--- config.mk ---
export PLATFORM = sky130hd
export DESIGN_NAME = matrix_serial_tx
export DESIGN_NICKNAME = d
export VERILOG_FILES = /design/src/rtl/matrix_link_pkg.sv /design/src/rtl/ser_bit_timer.sv /design/src/rtl/matrix_serial_tx.sv
export SDC_FILE = /design/constraint.sdc
export NUM_CORES = 1
export LEC_CHECK = 0
export CAP_MARGIN = 10
export CORE_UTILIZATION = 50
export CTS_CLUSTER_DIAMETER = 80
export DETAILED_ROUTE_END_ITERATION = 6
export PLACE_DENSITY = 0.66
export SYNTH_ARGS = -nofsm -noshare
export SYNTH_HDL_FRONTEND = slang
export SYNTH_SLANG_ARGS = --single-unit
--- constraint.sdc ---
create_clock -name clk -period 5.3 [get_ports clk]
set_clock_uncertainty 0.05 [all_clocks]
set_input_delay 1.06 -clock clk [delete_from_list [all_inputs] [get_ports clk]]
set_output_delay 1.06 -clock clk [all_outputs]
set_load 0.02 [all_outputs]
--- src/rtl/matrix_link_pkg.sv ---
// matrix_link_pkg: constants and FSM encoding shared by the serial
// matrix link transmitter and receiver.
package matrix_link_pkg;

   localparam int LINK_DATA_W     = 8;
   localparam int LINK_NUM_ELEMS  = 16;
   localparam int LINK_CLK_DIV    = 4;
   localparam int LINK_GAP_BITS   = 2;
   localparam int LINK_FRAME_BITS = LINK_DATA_W * LINK_NUM_ELEMS;

   typedef enum logic [1:0] {
      FILL = 2'd0,
      SEND = 2'd1,
      GAP  = 2'd2
   } link_state_t;

endpackage

--- src/rtl/ser_bit_timer.sv ---
// ser_bit_timer: bit-period divider for the serial link.
// Ports: clk, rst (sync, active-high), enable (run during the next
// cycle), phase (registered ser_clk: low first half, high second half),
// bit_end (strobe in the last cycle of each bit period).
module ser_bit_timer
   import matrix_link_pkg::*;
#(
   parameter int CLK_DIV = LINK_CLK_DIV
) (
   input  logic clk,
   input  logic rst,
   input  logic enable,
   output logic phase,
   output logic bit_end
);

   localparam int CW = $clog2(CLK_DIV);
   localparam logic [CW-1:0] LAST = CW'(CLK_DIV - 1);
   localparam logic [CW-1:0] HALF = CW'(CLK_DIV / 2);

   logic [CW-1:0] cnt;
   logic [CW-1:0] cnt_n;
   logic          run;

   assign bit_end = run && (cnt == LAST);

   // The first enabled cycle starts a fresh period at count 0.
   always_comb begin
      cnt_n = '0;
      if (run && (cnt != LAST)) cnt_n = cnt + 1'b1;
   end

   always_ff @(posedge clk) begin
      if (rst || !enable) begin
         cnt   <= '0;
         phase <= 1'b0;
         run   <= 1'b0;
      end else begin
         cnt   <= cnt_n;
         phase <= (cnt_n >= HALF);
         run   <= 1'b1;
      end
   end

endmodule

--- src/rtl/matrix_serial_tx.sv ---
// matrix_serial_tx: buffers one matrix from a valid/ready word stream,
// then sends it MSB first on a three-wire link with a trailing gap.
// Ports: clk, rst (sync, active-high); s_valid/s_ready/s_data word
// input; ser_data/ser_clk/ser_fsync link; busy (SEND or GAP) and
// frame_done (one-cycle pulse at the first GAP cycle).
module matrix_serial_tx
   import matrix_link_pkg::*;
#(
   parameter int DATA_W    = LINK_DATA_W,
   parameter int NUM_ELEMS = LINK_NUM_ELEMS,
   parameter int CLK_DIV   = LINK_CLK_DIV,
   parameter int GAP_BITS  = LINK_GAP_BITS
) (
   input  logic              clk,
   input  logic              rst,
   input  logic              s_valid,
   output logic              s_ready,
   input  logic [DATA_W-1:0] s_data,
   output logic              ser_data,
   output logic              ser_clk,
   output logic              ser_fsync,
   output logic              busy,
   output logic              frame_done
);

   localparam int CNT_W   = $clog2(NUM_ELEMS + 1);
   localparam int EL_W    = $clog2(NUM_ELEMS);
   localparam int BIT_W   = $clog2(DATA_W);
   localparam int GAP_LEN = GAP_BITS * CLK_DIV;
   localparam int GAP_W   = $clog2(GAP_LEN);

   localparam logic [CNT_W-1:0] CNT_LAST = CNT_W'(NUM_ELEMS - 1);
   localparam logic [EL_W-1:0]  EL_LAST  = EL_W'(NUM_ELEMS - 1);
   localparam logic [BIT_W-1:0] BIT_LAST = BIT_W'(DATA_W - 1);
   localparam logic [GAP_W-1:0] GAP_LAST = GAP_W'(GAP_LEN - 1);

   link_state_t       state, state_n;
   logic [CNT_W-1:0]  count, count_n;
   logic [EL_W-1:0]   elem, elem_n;
   logic [BIT_W-1:0]  bit_idx, bit_n;
   logic [GAP_W-1:0]  gap, gap_n;
   logic [DATA_W-1:0] shreg, sh_n;
   logic              data_n, fsync_n, done_n;
   logic              wr;
   logic              bit_end;
   logic [DATA_W-1:0] first, nxt;

   logic [DATA_W-1:0] mem [NUM_ELEMS];

   // Element 0 comes straight from the input if it is also the last word.
   assign first = (count == '0) ? s_data : mem[0];
   assign nxt   = mem[elem + 1'b1];

   ser_bit_timer #(.CLK_DIV(CLK_DIV)) u_timer (
      .clk     (clk),
      .rst     (rst),
      .enable  (state_n == SEND),
      .phase   (ser_clk),
      .bit_end (bit_end)
   );

   always_ff @(posedge clk) begin
      if (wr) mem[count[EL_W-1:0]] <= s_data;
   end

   always_comb begin
      state_n = state;
      count_n = count;
      elem_n  = elem;
      bit_n   = bit_idx;
      gap_n   = gap;
      sh_n    = shreg;
      data_n  = ser_data;
      fsync_n = ser_fsync;
      done_n  = 1'b0;
      wr      = 1'b0;
      unique case (state)
         FILL: begin
            if (s_valid && s_ready) begin
               wr = 1'b1;
               if (count == CNT_LAST) begin
                  state_n = SEND;
                  count_n = '0;
                  elem_n  = '0;
                  bit_n   = '0;
                  data_n  = first[DATA_W-1];
                  sh_n    = {first[DATA_W-2:0], 1'b0};
                  fsync_n = 1'b1;
               end else begin
                  count_n = count + 1'b1;
               end
            end
         end
         SEND: begin
            if (bit_end) begin
               fsync_n = 1'b0;
               if (elem == EL_LAST && bit_idx == BIT_LAST) begin
                  state_n = GAP;
                  done_n  = 1'b1;
                  data_n  = 1'b0;
                  gap_n   = '0;
               end else if (bit_idx == BIT_LAST) begin
                  elem_n = elem + 1'b1;
                  bit_n  = '0;
                  data_n = nxt[DATA_W-1];
                  sh_n   = {nxt[DATA_W-2:0], 1'b0};
               end else begin
                  bit_n  = bit_idx + 1'b1;
                  data_n = shreg[DATA_W-1];
                  sh_n   = {shreg[DATA_W-2:0], 1'b0};
               end
            end
         end
         GAP: begin
            if (gap == GAP_LAST) begin
               state_n = FILL;
               count_n = '0;
            end else begin
               gap_n = gap + 1'b1;
            end
         end
         default: state_n = FILL;
      endcase
   end

   always_ff @(posedge clk) begin
      if (rst) begin
         state      <= FILL;
         count      <= '0;
         elem       <= '0;
         bit_idx    <= '0;
         gap        <= '0;
         shreg      <= '0;
         s_ready    <= 1'b0;
         ser_data   <= 1'b0;
         ser_fsync  <= 1'b0;
         busy       <= 1'b0;
         frame_done <= 1'b0;
      end else begin
         state      <= state_n;
         count      <= count_n;
         elem       <= elem_n;
         bit_idx    <= bit_n;
         gap        <= gap_n;
         shreg      <= sh_n;
         s_ready    <= (state_n == FILL);
         ser_data   <= data_n;
         ser_fsync  <= fsync_n;
         busy       <= (state_n != FILL);
         frame_done <= done_n;
      end
   end

endmodule

# Word-level counts from Yosys, hierarchy flattened
# Memories as Yosys holds them, arrays and structs flattened.
# Cells that the tools add are included.
# word_totals
latchBits	0
n_memories	1
output_inout_bits	6
wordCells	109
mem_bits_ro	0
register_bits	34
inputBits	11
ramBits	128
# memory_table
name	words	width	read_ports	rd_clocked_by_memory_dff	wr	line	rtl
mem	16	8	2	0	1	matrix_serial_tx.sv:48	logic [DATA_W-1:0] mem [NUM_ELEMS];
# classes
mul	0
n_reduce_logical	19
div	0
n_shift	0
n_addsub	5
bitwise_logic	2
eq_ne	17
magnitude_cmp	1
mux	50
# ops
cell	count
2-to-1 mux 8 bit	6
2-to-1 mux 3 bit	8
2-to-1 mux 4 bit	5
inequality test 2 bit (second input constant)	9
case mux 8 bit (2 select lines)	1
2-to-1 mux 5 bit	3
2-to-1 mux 1 bit	14
2-to-1 mux 2 bit	6
case mux 3 bit (2 select lines)	2
case mux 5 bit (2 select lines)	1
case mux 4 bit (2 select lines)	1
AND reduction 4 bit	2
nonzero test 2 bit	4
adder 3 x 1 -> 3 bit (second input constant)	2
== test 3 bit (second input constant)	2
case mux 2 bit (3 select lines)	1
AND reduction 6 bit	1
adder 5 x 1 -> 5 bit (second input constant)	1
== test 5 x 4 -> 1 bit (second input constant)	1
logical NOT 5 bit	1
AND reduction 5 bit	1
adder 4 x 1 -> 4 bit (second input constant)	1
== test 2 x 1 -> 1 bit (second input constant)	2
== test 2 bit (second input constant)	2
other kinds (11)	17

# Depth between registers and ports, before layout
# Gate-level depths: netlist of the first run.
# depth
word_depth	9
mapped_depth	8
depth_no_buf	7

# Modules after synthesis
# From an unflattened synthesis of the first run, not the netlist that was laid out.
# hier_totals
cells_unflattened	419
hier_area_um2	6767.7
# modules_own_cells
module	area_per_inst_um2	n_inst	seq_area_each_um2	cells_per_inst
matrix_serial_tx	6628.9	1	4424.2	408
ser_bit_timer	138.9	1	80.1	11

# Least setup slack after synthesis of the first run
# Ideal clock, no wire load.
# synth_path
kind	input -> register
from	input s_valid
to	memory mem[3][0] (netlist name) (enable)
slack_ns	2.709
n_path_buf	0
setup_ns	0.383
t_required_ns	4.867
arrival_ns	2.158
path_stages	4
path_cell_list	nand2_1 nor3_1 nand2_1 nor3_1
# synth_between
elab_chain_cells	5
# synth_rtl
element	line	rtl
start, declared	matrix_serial_tx.sv:16	input logic s_valid,
logical AND 1 bit	matrix_serial_tx.sv:79	if (s_valid && s_ready) begin
2-to-1 mux 1 bit	matrix_serial_tx.sv:79	
2-to-1 mux 1 bit	matrix_serial_tx.sv:77	unique case (state)
2-to-1 mux 1 bit	matrix_serial_tx.sv:63	if (wr) mem[count[EL_W-1:0]] <= s_data;
2-to-1 mux 1 bit (implied by the code)	matrix_serial_tx.sv:63	
end, declared	matrix_serial_tx.sv:48	
# No other way between the ends.

# Final worst setup path of the first run
# layout_path
from	input s_valid
to	memory mem[1][4] (netlist name) (enable)
# Same word-level chain as after synthesis.

==> impl_metrics.py, run 1 <==
metrics = {
    "run_status": {
        "status": "finished clean",
    },
    "setup_path": {
        "reg2reg_slack_ps": 2240,
        "r2r_start": "elem[0]",
        "crit_arrival_ps": 3380,
        "reg2reg_to": "shreg[4]",
        "cp-start-kind": "primary input",
        "crit_type": "primary input to flip-flop",
        "crit_start": "s_valid",
        "cp_slowest_cell": "nor3_1",
        "crit_end": "mem[1][4]",
        "reg2reg_depth": 7,
        "slowest_delay_ps": 900,
        "crit_required_ps": 5290,
        "path_cells": "clkdlybuf4s50_1, nand2_1, nor3_1, nand2_1, nor3_1",
        "crit_fanout": 8,
        "cp-end-kind": "flip-flop",
    },
    "logic_synthesis": {
        "synthTopCellsByCount": "128 x edfxtp_1, 47 x mux2i_1, 33 x dfxtp_1, 33 x nor2_1, 20 x a22oi_1",
        "yosysSeqAreaShare_pct": 67.3,
        "post-synth-top-count-cell": "edfxtp_1",
        "ys.flop_type": "edfxtp_1",
        "yosys.area_share.adder_pct": 1.87,
        "async_reset_ff_share_pct": 0,
        "syn_nets": 475,
        "ys.warnings.count": 0,
        "synth.top_cell.area_share_pct": 57.4,
        "synth-simple-area-share_pct": 8.38,
        "avgSynthCellArea_um2": 14.7,
        "synth.largest_area_cell": "edfxtp_1",
        "synth_top_family_by_area": "multiplexers",
        "synth_top_cells_by_area": "edfxtp_1 57%, dfxtp_1 9.9%, mux2i_1 7.0%",
        "synth-compound-area-share_pct": 7.93,
        "muxShareOfSynthArea_pct": 11.4,
        "synth_enable_flop_cells": 128,
        "ys_seq_elements": 161,
        "syn_inst": 454,
        "netlist_area_mm2": 0.00669,
        "yosys.area_share.xor_xnor_pct": 0.785,
        "synth.distinct_cells": 46,
    },
    "floorplan": {
        "io_pins": 17,
        "dieHeight_um": 118,
        "rows": 41,
        "coreArea_mm2": 0.0128,
        "dieWidth_um": 118,
        "die_area_mm2": 0.0139,
        "initial_core_util_pct": 52.2,
    },
    "placement": {
        "place_inst": 625,
        "dp_hpwl_um": 9470,
        "routabilityCongestion": 0.868,
        "portBuffers": 16,
        "place_ws_ps": 1550,
    },
    "routing": {
        "routed_via_density": 5.92,
        "drtPass1Iterations": 5,
        "wirelength_um": 14500,
        "drc": 0,
        "drt_iter0_markers": 378,
        "postRouteAntennaNets": 0,
        "via_count": 3888,
        "wire_per_inst_um": 22.1,
    },
    "pwr": {
        "max-vdd-ir-drop_uv": 264,
        "p_leak_nw": 2.42,
        "cellPowerDensity_mw_per_mm2": 342,
    },
    "clocking": {
        "post-cts-setup-buffers": 0,
        "clk_pin_slew_worst_paths_ps": 60,
        "cts_resized": 0,
        "cts_buffers": 17,
        "hold_buffers": 0,
        "cts-root-buf": "clkbuf_16",
        "clk_path_buf_depth": 2,
        "cts_max_level": 4,
        "cts_tree": "done",
        "insertion_delay_ps": 430,
        "cts.sinks": 161,
    },
    "global_routing": {
        "grt_first_pass_wirelength_um": 22400,
        "antenna_found_initial": 0,
        "grt_usage_pct": 22.3,
        "overflow": 0,
        "grt_max_degree": 40,
        "grt_pass1_vias": 3921,
    },
    "sta": {
        "hold_slack_ps": 416,
        "maxSlewViolCount": 0,
        "finalHoldViolations": 0,
        "timing.fmax_mhz": 295,
        "slew-limit-headroom_pct": 24.1,
        "timing.final.crit_period_ps": 3390,
        "rsz0062_at_grt": "no",
        "fin_setup_tns_ps": 0,
        "setup_viol": 0,
        "fin_crit_sh_pct": 64.0,
        "worst_slew_pin_slew_ps": 1140,
        "fin_ws_ps": 1910,
    },
    "finish": {
        "diodes": 0,
        "nFillCells": 1008,
        "area_growth_pct": 13.4,
        "fin_util_pct": 59.2,
        "drive_gt1_share_pct": 12.0,
        "nets": 493,
        "fin_cells": 657,
    },
    "worst_hold_path": {
        "hp-class": "flip-flop to flip-flop",
    },
    "flow_run": {
        "drv_cap": 0,
    },
}
## cell usage in the layout (no fill, tap or decap), types with 12 or more instances in the layout
cell type / count
mux2i_1: 47
buf_4: 12
dfxtp_1: 33
a21oi_1: 14
a22oi_1: 20
edfxtp_1: 128
clkdlybuf4s50_1: 16
mux4_2: 13
clkbuf_16: 17
nand2_1: 19
nor2_1: 33
## flip-flops by register name, indices dropped and copies added, names as in the netlist
signal / cells
ser_fsync: 1
s_ready: 1
count: 5
mem: 128
gap: 3
u_timer.run: 1
u_timer.cnt: 2
bit_idx: 3
busy: 1
shreg: 7
elem: 4
state: 2
u_timer.phase: 1
ser_data: 1
frame_done: 1
## through the flow
step | cell area (um^2) | power, W
final | 7590 | 0.00259
after global routing | 7590 | 0.00266
after floorplan | 6690 | 0.00143
after detailed placement | 7030 | 0.00147
after global placement | 7030 | 0.00147
after CTS | 7590 | 0.00260
## how the worst min path moves through the flow
stage	cells after the start	endpoint	startpoint
after floorplan	2	gap[1]	gap[1]
after global placement	2	gap[2]	gap[2]
after detailed placement	2	ser_fsync	ser_fsync
after CTS	2	gap[1]	gap[1]
after global routing	2	gap[1]	gap[1]
final	2	gap[2]	gap[2]
## report_power, final
part	switching (W)	total, W	internal [W]
Sequential	0.00000450	0.00137	0.00137
Combinational	0.0000459	0.0000703	0.0000244
Clock	0.000501	0.00115	0.000649
## cell families after synthesis
family,Yosys count
XOR/XNOR,6
AO/OA/AOI/OAI,75
buffers and inverters,35
multiplexers,60
adder cells (fa/ha/maj),10
AND/OR/NAND/NOR,107
flip-flops,161
## critical path: cells and delay by family
kind | cells | cell delay (ps)
buffers and inverters | 1 | 500
and+or+nand+nor | 4 | 1810
## area by class of cell
type / count / area (um^2) / share of cell area (%)
sequential: 161 / 4500 / 59.4
multi-input combinational: 258 / 2040 / 26.9
clock buffer: 17 / 425 / 5.61
timing repair buffer: 28 / 250 / 3.30
tap: 172 / 215 / 2.84
clock inverter: 15 / 129 / 1.70
inverter: 6 / 22.5 / 0.297
## per-layer routing
layer | up-vias | global-route usage (%) | wire (um)
met3 | 23 | 5.86 | 1090
met5 | - | 0 | 0
met4 | 0 | 9.54 | 323
met1 | 1920 | 28.6 | 6010
met2 | 151 | 35.7 | 7100
li1 | 1794 | - | -
(Power assumes the default switching activity.)
==> inputs of run 2 (changes only) <==
--- a/config.mk
+++ b/config.mk
@@ -9,7 +9,7 @@
 export CORE_UTILIZATION = 50
 export CTS_CLUSTER_DIAMETER = 80
 export DETAILED_ROUTE_END_ITERATION = 6
-export PLACE_DENSITY = 0.66
+export PLACE_DENSITY = 0.68
 export SYNTH_ARGS = -nofsm -noshare
 export SYNTH_HDL_FRONTEND = slang
 export SYNTH_SLANG_ARGS = --single-unit
==> constraint.sdc (replaced) <==
create_clock -name clk -period 3.05 [get_ports clk]
set_clock_uncertainty 0.05 [all_clocks]
set_input_delay 0.61 -clock clk [delete_from_list [all_inputs] [get_ports clk]]
set_output_delay 0.61 -clock clk [all_outputs]
set_load 0.02 [all_outputs]
==> run 2 against run 1 <==
Non-clock buffer count up 24. Clock-buffer cell count is the same. Critical endpoint is now shreg[3]. Combinational power increased by 82%. Clock power increased by 69%. Sequential share of layout area is 1.4 points lower. Wire length is 2.6% lower. Sequential cell count unchanged.
==> impl_metrics.py, run 2 (synthesized netlist as in run 1, its figures left out) <==
metrics = {
    "setup_path": {
        "crit_required_ps": 3290,
        "crit_arrival_ps": 2700,
        "r2r_start": "elem[1]",
        "reg2reg_to": "shreg[3]",
        "crit_fanout": 12,
        "reg2reg_slack_ps": 590,
        "crit_type": "flip-flop to flip-flop",
        "cp-start-kind": "flip-flop",
        "cp-end-kind": "flip-flop",
        "reg2reg_depth": 7,
    },
    "sta": {
        "timing.fmax_mhz": 407,
        "timing.final.crit_period_ps": 2460,
        "fin_crit_sh_pct": 80.5,
        "hold_slack_ps": 408,
        "rsz0062_at_grt": "no",
        "finalHoldViolations": 0,
        "fin_setup_tns_ps": 0,
        "fin_ws_ps": 594,
        "maxSlewViolCount": 0,
        "slew-limit-headroom_pct": 40.6,
        "setup_viol": 0,
        "worst_slew_pin_slew_ps": 888,
    },
    "pwr": {
        "cellPowerDensity_mw_per_mm2": 574,
        "p_leak_nw": 2.53,
        "seq_power_share_pct": 53.6,
        "switching_share_pct": 20.6,
        "internal-power_w": 0.00354,
        "pwr-share-clk_pct": 43.6,
        "p_sw_w": 0.000917,
        "combPwrFrac_pct": 2.9,
        "max-vdd-ir-drop_uv": 443,
    },
    "worst_hold_path": {
        "hp-class": "flip-flop to flip-flop",
        "hold_start": "gap[1]",
        "holdPathStages": 2,
        "whs_endpoint": "gap[1]",
    },
    "finish": {
        "largest_reg_flops": 128,
        "layout.cells.most_common_list": "128 x edfxtp_1, 47 x mux2i_1, 35 x buf_4",
        "area_growth_pct": 16.1,
        "nets": 517,
        "drive_gt1_share_pct": 15.6,
        "nFillCells": 1011,
        "fin_util_pct": 60.6,
        "fin_cells": 680,
        "layout.area.seq_mm2": 0.00450,
        "mostFrequentLayoutCell": "edfxtp_1",
        "diodes": 0,
        "multi_input_area_mm2": 0.00204,
    },
    "floorplan": {
        "initial_core_util_pct": 52.2,
        "dieHeight_um": 118,
        "io_pins": 17,
        "die_area_mm2": 0.0139,
        "coreArea_mm2": 0.0128,
        "dieWidth_um": 118,
        "rows": 41,
    },
    "routing": {
        "wirelength_um": 14100,
        "drc": 0,
        "routed_via_density": 5.75,
        "drtPass1Iterations": 5,
        "postRouteAntennaNets": 0,
        "via_count": 3909,
        "wire_per_inst_um": 20.8,
        "drt_iter0_markers": 317,
    },
    "placement": {
        "place_ws_ps": 418,
        "place_inst": 649,
        "portBuffers": 16,
        "dp_hpwl_um": 9690,
        "routabilityCongestion": 0.871,
    },
    "global_routing": {
        "grt.met3_usage_pct": 4.94,
        "grt_pass1_vias": 3912,
        "grtUsageMet1_pct": 30.0,
        "grt_max_degree": 23,
        "grt_usage_pct": 22.0,
        "overflow": 0,
        "grt_first_pass_wirelength_um": 22300,
        "antenna_found_initial": 0,
        "use_met2_pct": 34.2,
        "busiest_layer": "met2",
    },
    "clocking": {
        "post-cts-setup-buffers": 0,
        "cts.sinks": 161,
        "cts_max_level": 4,
        "cts_buffers": 17,
        "hold_buffers": 0,
        "cts-root-buf": "clkbuf_16",
        "clk_path_buf_depth": 2,
        "insertion_delay_ps": 430,
        "cts_tree": "done",
        "clk_pin_slew_worst_paths_ps": 60,
        "cts_resized": 0,
    },
    "flow_run": {
        "drv_cap": 0,
    },
    "run_status": {
        "status": "finished clean",
    },
}
[run 2: area by class of cell]
cell class                 instances  share of cell area, %
sequential                       161                   58.0
clock inverter                    14                   1.50
tap                              172                   2.77
timing repair buffer              52                   5.70
clock buffer                      17                   5.48
inverter                           6                  0.290
multi-input combinational        258                   26.3
[run 2: worst max-delay path by stage]
stage | slack [ps] | depth (start not counted) | startpoint | endpoint
floorplan | 910 | 4 | s_valid | mem[3][0]
global placement | 470 | 6 | s_valid | count[0]
detailed placement | 420 | 5 | s_valid | u_timer.cnt[0]
CTS | 620 | 7 | elem[1] | shreg[3]
global route | 430 | 7 | elem[1] | shreg[3]
finish | 590 | 7 | elem[1] | shreg[3]
[run 2: metrics by stage]
| stage | total power, W | area (um^2) |
|---|---|---|
| after floorplan | 0.00248 | 6690 |
| after global placement | 0.00256 | 7230 |
| after detailed placement | 0.00256 | 7230 |
| after CTS | 0.00448 | 7770 |
| after global routing | 0.00458 | 7770 |
| final | 0.00446 | 7770 |
[run 2: power groups by stage]
stage / Sequential, W / Clock [W] / Combinational, W
6_report: 0.00239 / 0.00194 / 0.000128
5_1_grt: 0.00239 / 0.00206 / 0.000138
4_1_cts: 0.00239 / 0.00197 / 0.000127
3_5_place_dp: 0.00243 / 0 / 0.000127
3_3_place_gp: 0.00243 / 0 / 0.000124
2_1_floorplan: 0.00243 / 0 / 0.0000514
[run 2: worst max-delay path, cell delays in order, from the launching register on]
cell      delay [ps]
dfxtp_1          360
ha_2             280
xor2_1            80
buf_4            170
nor2_1           680
a22oi_1          280
a31oi_1          300
a311oi_1         120
[run 2: per-layer routing]
| metal | vias to the layer above | wire, um |
|---|---|---|
| met5 | - | 0 |
| met4 | 0 | 249 |
| met3 | 16 | 510 |
| met2 | 93 | 6810 |
| met1 | 1953 | 6570 |
| li1 | 1847 | - |
==> inputs of run 3 (changes only) <==
--- a/config.mk
+++ b/config.mk
@@ -9,7 +9,7 @@
 export CORE_UTILIZATION = 50
 export CTS_CLUSTER_DIAMETER = 80
 export DETAILED_ROUTE_END_ITERATION = 6
-export PLACE_DENSITY = 0.68
+export PLACE_DENSITY = 0.66
 export SYNTH_ARGS = -nofsm -noshare
 export SYNTH_HDL_FRONTEND = slang
 export SYNTH_SLANG_ARGS = --single-unit
==> constraint.sdc (replaced) <==
create_clock -name clk -period 2.3 [get_ports clk]
set_clock_uncertainty 0.05 [all_clocks]
set_input_delay 0.46 -clock clk [delete_from_list [all_inputs] [get_ports clk]]
set_output_delay 0.46 -clock clk [all_outputs]
set_load 0.02 [all_outputs]
==> run 3 against run 2 <==
Sequential power rose by 32%. Clock power up 39%. Design area rose by 1.5%. Setup slack lost 390 ps. Power up 35%. Utilization increased by 0.91 points. Register-to-register slack worse by 390 ps. Via count is 2.8% higher. Critical path type unchanged. Final cell count is 1.8% higher. Sequential cell count unchanged.
==> impl_metrics.py, run 3 (synthesized netlist as in run 1, its figures left out) <==
metrics = {
    "worst_hold_path": {
        "hp-class": "flip-flop to flip-flop",
    },
    "setup_path": {
        "crit_required_ps": 2550,
        "cp-end-kind": "flip-flop",
        "critPathTopFamily": "compound AO/OA/AOI/OAI gates",
        "crit_fanout": 7,
        "cp-start-kind": "flip-flop",
        "cp_slowest_cell": "dfxtp_1",
        "critPathBufInv": 1,
        "path_cells": "ha_2, xor2_1, buf_4, and2_1, a22oi_1, a31oi_1, a311oi_1",
        "crit_type": "flip-flop to flip-flop",
        "slowest_delay_ps": 360,
        "crit_arrival_ps": 2350,
    },
    "sta": {
        "finalHoldViolations": 0,
        "fin_ws_ps": 205,
        "timing.final.crit_period_ps": 2100,
        "worst_slew_pin_slew_ps": 634,
        "fin_crit_sh_pct": 91.1,
        "maxSlewViolCount": 0,
        "rsz0062_at_grt": "no",
        "setup_viol": 0,
        "slew-limit-headroom_pct": 57.7,
        "timing.fmax_mhz": 477,
    },
    "global_routing": {
        "grt_max_degree": 23,
        "antenna_found_initial": 0,
        "grt_pass1_vias": 3963,
        "grt_first_pass_wirelength_um": 22300,
        "grt_usage_pct": 22.2,
        "overflow": 0,
    },
    "clocking": {
        "cts.sinks": 161,
        "clk_pin_slew_worst_paths_ps": 70,
        "insertion_delay_ps": 440,
        "clk_path_buf_depth": 2,
        "cts_tree": "done",
        "cts_buffers": 17,
        "post-cts-setup-buffers": 0,
        "cts-root-buf": "clkbuf_16",
        "cts_resized": 0,
        "cts_max_level": 4,
        "hold_buffers": 0,
    },
    "floorplan": {
        "die_area_mm2": 0.0139,
        "rows": 41,
        "io_pins": 17,
        "coreArea_mm2": 0.0128,
        "dieWidth_um": 118,
        "initial_core_util_pct": 52.2,
        "dieHeight_um": 118,
    },
    "finish": {
        "nets": 528,
        "area_growth_pct": 17.8,
        "largest_reg_flops": 128,
        "layout.cells.most_common_list": "128 x edfxtp_1, 47 x mux2i_1, 45 x buf_4",
        "diodes": 0,
        "nFillCells": 988,
        "fin_util_pct": 61.5,
        "fin_area_mm2": 0.00788,
        "drive_gt1_share_pct": 18.5,
        "mostFrequentLayoutCell": "edfxtp_1",
    },
    "routing": {
        "drtPass1Iterations": 4,
        "drt_iter0_markers": 325,
        "postRouteAntennaNets": 0,
        "via_count": 4018,
        "routed_via_density": 5.81,
        "wirelength_um": 14200,
        "wire_per_inst_um": 20.5,
        "drc": 0,
    },
    "placement": {
        "place_ws_ps": -101,
        "portBuffers": 16,
        "routabilityCongestion": 0.864,
        "dp_hpwl_um": 9730,
        "place_area_mm2": 0.00732,
    },
    "pwr": {
        "max-vdd-ir-drop_uv": 632,
        "p_total_w": 0.00603,
        "p_leak_nw": 2.61,
        "cellPowerDensity_mw_per_mm2": 765,
    },
    "flow_run": {
        "drv_cap": 0,
    },
    "run_status": {
        "status": "finished clean",
    },
}
-- run 3: cell type report --
| cell class | instances | area (um^2) | share of cell area (%) |
|---|---|---|---|
| clock buffers | 17 | 425 | 5.40 |
| clock inverters | 15 | 135 | 1.71 |
| inverters | 6 | 22.5 | 0.286 |
| multi-input cells | 258 | 2040 | 25.9 |
| flip-flops and latches | 161 | 4500 | 57.1 |
| well taps | 172 | 215 | 2.73 |
| repair buffers | 63 | 538 | 6.82 |
-- run 3: path summary, 6_finish.rpt --
check / startpoint / to / slack, ps / cells after the start
setup / recovery: elem[1] / shreg[5] / 200 / 7
hold / removal: gap[2] / gap[2] / 410 / 2
setup reg to reg: elem[1] / shreg[5] / 200 / 7
hold reg to reg: gap[2] / gap[2] / 410 / 2
-- run 3: layer usage --
metal	up-vias	wire, um	GRT usage [%]
li1	1876	-	-
met5	-	0	0
met2	100	7140	36.0
met3	18	629	4.80
met1	2024	6210	28.9
met4	0	237	9.21
-- run 3: worst reg2reg max path: stages (launching register included) --
cell and delay (ps):
dfxtp_1 360, ha_2 270, xor2_1 240, buf_4 190, and2_1 290, a22oi_1 170, a31oi_1 260, a311oi_1 120
-- run 3: where the power goes --
group          internal, W  leakage, nW  total [W]  switching [W]
Clock              0.00143        0.275    0.00269        0.00126
Sequential         0.00315         1.42    0.00316     0.00000927
Combinational    0.0000670        0.912   0.000177       0.000110
-- run 3: through the flow --
step	hold WS (ps)	cells	setup TNS, ps
after floorplan	386	454	0
after global placement	393	660	-319
after detailed placement	402	660	-901
after CTS	409	692	0
after global routing	424	692	0
final	408	692	0
==> edit 1: new RTL, config.mk and constraints of run 2 <==
Take the reset off `shreg` and load it in a clocked block of its own.
--- a/src/rtl/matrix_serial_tx.sv
+++ b/src/rtl/matrix_serial_tx.sv
@@ -130,7 +130,6 @@
          elem       <= '0;
          bit_idx    <= '0;
          gap        <= '0;
-         shreg      <= '0;
          s_ready    <= 1'b0;
          ser_data   <= 1'b0;
          ser_fsync  <= 1'b0;
@@ -142,7 +141,6 @@
          elem       <= elem_n;
          bit_idx    <= bit_n;
          gap        <= gap_n;
-         shreg      <= sh_n;
          s_ready    <= (state_n == FILL);
          ser_data   <= data_n;
          ser_fsync  <= fsync_n;
@@ -151,5 +149,9 @@
       end
    end
 
+   always_ff @(posedge clk) begin
+      shreg <= sh_n;
+   end
+
 endmodule
 
Formal check against the unedited RTL: no difference found for any inputs over 10 cycles, from zero or initial values and one cycle with rst high; that may be too few to reach the edited logic, so the function may still have changed.
==> edit 1 against run 2 <==
Cell area shrank 0.66%; power shrank 0.96%; non-clock buffer count shrank 7; wire length shrank 7.2%; count of clock-buffer cells in the layout grew 1; hold slack lost 29 ps; fmax grew 5.5%; area after synthesis is essentially flat; worst setup slack gained 130 ps; sequential cell count is the same.
==> edit 1: results <==
[layout]
multi_input_cells = 236
n_clock_buffer = 18
multi_input_area_share_pct = 25.49
buffer_area_share_pct = 5.221
inverters_excl_clock = 5
multi_input_area_um2 = 1967
layout.nets = 487
fill_cells = 980
regArea_um2 = 4576
final_layout_size_suffix_gt1_share_pct = 16.91

[yosys]
ys_types = 41
syn_nets = 445
synth_compound_area_share_pct = 3.944
ys_seq_area_share_pct = 68.34
synth_mux_area_share_pct = 13.44
synth_edf_count = 135
synth_adder_area_share_pct = 1.869
netlist_instances = 424
yosys-top-cells-area = edfxtp_1 61%, dfxtp_1 7.8%, mux4_2 6.4%

[placed_design]
place_congestion = 0.8594
dp.cells = 618
pre_cts_slack_ps = 524.6
dpl_cell_area_um2 = 7172
dp_hpwl_mm = 8.585

[critical_path]
rr_worst_depth = 6
critPathArrivalTime_ps = 2560
r2r-end = shreg[7]
crit_fanout = 9
endpoint = shreg[7]
cpPeakStageDelay_ps = 620
crit_family = XOR/XNOR gates
reg2reg_slack_ps = 720

[clock_tree]
clock_latency_ps = 420

[power_and_ir_drop]
p_leak_uw = 0.002611
ir_worst_vdd_uv = 302.0
p_int_uw = 3489

[timing]
finalWorstSetupSlack_ps = 721.6
tightestPinTransition_ps = 778.2
holdWs_ps = 379.1

[grt]
grt_start_max_net_pins = 37
grtUsageMet1_pct = 28.18
grtUsageMet3_pct = 4.021
grt_pass1_wl_mm = 20.85
met2_usage_pct = 31.69

[routing]
met1_length_mm = 5.889
num_vias = 3737
wire_per_inst_um = 20.16
highest_layer = met4
routed_wl_mm = 13.12

[min_path]
worstHoldPathCells = 1
min-delay-start = u_timer.cnt[0]

[run_status]
status = complete, no violations
==> edit 1: cell types whose count changed after synthesis, sizes merged, moves of 7 or more <==
| cell | before | now |
|---|---|---|
| a21oi | 14 | 27 |
| a22oi | 20 | 4 |
| dfxtp | 33 | 26 |
| edfxtp | 128 | 135 |
| mux2i | 47 | 13 |
| mux4 | 13 | 32 |
| nand2 | 19 | 43 |
| o211ai | 7 | 0 |
==> edit 1: worst reg2reg max path, stage by stage (launching register included) <==
cell and delay [ps]:
dfxtp_1 410, ha_1 360, xor2_1 620, buf_4 290, nand2_1 70, a21oi_1 240
or3_1 160
==> edit 1: power by group through the flow <==
stage | Sequential (uW) | Clock [uW] | Combinational (uW)
final | 2400 | 1900 | 117
after detailed placement | 2450 | 0 | 117
after global routing | 2400 | 2020 | 128
after floorplan | 2450 | 0 | 48.6
after global placement | 2450 | 0 | 114
after CTS | 2400 | 1930 | 117
==> edit 2: new RTL, settings of run 2 <==
Without the edit above. Change the package constant `LINK_GAP_BITS` from 2 to 4.
--- a/src/rtl/matrix_link_pkg.sv
+++ b/src/rtl/matrix_link_pkg.sv
@@ -5,7 +5,7 @@
    localparam int LINK_DATA_W     = 8;
    localparam int LINK_NUM_ELEMS  = 16;
    localparam int LINK_CLK_DIV    = 4;
-   localparam int LINK_GAP_BITS   = 2;
+   localparam int LINK_GAP_BITS   = 4;
    localparam int LINK_FRAME_BITS = LINK_DATA_W * LINK_NUM_ELEMS;
 
    typedef enum logic [1:0] {
Behaviour: no difference found for any inputs over 10 cycles, from zero or initial values and one cycle with rst high; that may be too few to reach the edited logic, so the function may still have changed.
==> edit 2 against run 2 <==
Synthesized cell count decreased by 9.0%; cell area grew 0.50%; wire length fell by 3.4%; sequential cell count is 1 higher; final cell count decreased by 4.1%; area after synthesis rose by 1.4%; worst setup slack improved by 200 ps; core utilization is 1.6 points lower; power decreased by 0.68%; highest routed layer unchanged.
==> edit 2: results <==
[critical_path]
reg2reg_slack_ps = 790
crit_family = simple AND/OR/NAND/NOR gates
r2r-end = elem[0]
crit_fanout = 15
critPathArrivalTime_ps = 2560
crit_slowest_cell = dfxtp_1
r2r_start = count[2]
cpPeakStageDelay_ps = 610

[clock_tree]
clockRootBuffer = clkbuf_16

[yosys]
ys_types = 47
syn_nets = 433
yosys-top-cells-area = edfxtp_1 57%, dfxtp_1 10%, mux4_1 5.8%
synth.cells.most_frequent = 128 x edfxtp_1, 40 x nor2_1, 34 x dfxtp_1
avgSynthCellArea_um2 = 16.43
yosysWarnings = 0
ys_seq_area_share_pct = 66.68

[routing]
drt-initial-drc-count = 383
routed_wl_mm = 13.66
num_vias = 3798

[grt]
grt_start_max_net_pins = 36
grt_usage_pct = 21.64
grt_pass1_wl_mm = 21.90

[run_status]
status = complete, no violations

[placed_design]
portBuffers = 16
place_congestion = 0.8132
dp.cells = 620
dpl_cell_area_um2 = 7276
dp_hpwl_mm = 9.002

[power_and_ir_drop]
switching_power_uw = 881.6
p_leak_uw = 0.002576
ir_worst_vdd_uv = 470.3

[min_path]
worstHoldPathCells = 1
min-delay-start = u_timer.cnt[0]
min_to = u_timer.cnt[0]

[layout]
final_layout_size_suffix_gt1_share_pct = 18.91
fill_cells = 1045
layout.nets = 483

[timing]
holdWs_ps = 390.6
tightestPinTransition_ps = 760.2
-- edit 2: final cells by class --
class                      instances  area, um^2  share of cell area (%)
tap                              176       220.2                   2.821
clock inverter                    11       90.09                   1.154
inverter                           3       11.26                  0.1443
multi-input combinational        227        2063                   26.43
clock buffer                      21       440.4                   5.642
sequential                       162        4526                   57.97
timing repair buffer              52       455.4                   5.834
-- edit 2: stage by stage --
stage / util, % / setup WS [ps]
3_3_place_gp: 54.94 / 590.6
2_1_floorplan: - / 839.6
4_1_cts: 58.95 / 804.8
6_report: 58.95 / 794.3
5_1_grt: 58.95 / 616.6
3_5_place_dp: 54.94 / 589.2
-- edit 2: cells by family (layout without fill, tap and decap cells) --
kind of cell | Yosys count | after routing | synth area share [%]
buf+inv | 24 | 87 | 3.005
fa+ha+maj | 9 | 9 | 1.660
simple gates | 107 | 107 | 8.021
mux | 58 | 58 | 15.42
xor+xnor | 7 | 7 | 1.014
flops | 162 | 162 | 66.68
compound gates | 46 | 46 | 4.205
-- edit 2: power groups by stage --
stage	Combinational [uW]	Clock [uW]	Sequential (uW)
after global routing	122	2040	2400
after CTS	111	1960	2390
final	112	1920	2400
after detailed placement	111	0	2440
after global placement	108	0	2440
after floorplan	44.5	0	2440
-- edit 2: per-layer routing --
metal | routed length (um) | part of all wire [%] | vias to the layer above | global-route usage (%)
li1 | - | - | 1749 | -
met1 | 5749 | 42 | 1930 | 27.99
met2 | 7029 | 51 | 104 | 35.63
met3 | 655 | 4.8 | 15 | 5.357
met4 | 223 | 1.6 | 0 | 7.832
met5 | 0 | 0 | - | 0
-- edit 2: how the worst max path moves through the flow --
stage                  start   endpoint  slack, ps  depth (start not counted)
floorplan            s_valid  mem[3][0]        840                          4
global placement     s_valid  mem[3][3]        590                          6
detailed placement   s_valid    elem[0]        590                          6
CTS                  elem[1]   shreg[1]        800                          7
global route        count[0]    elem[0]        620                          6
finish              count[2]    elem[0]        790                          5
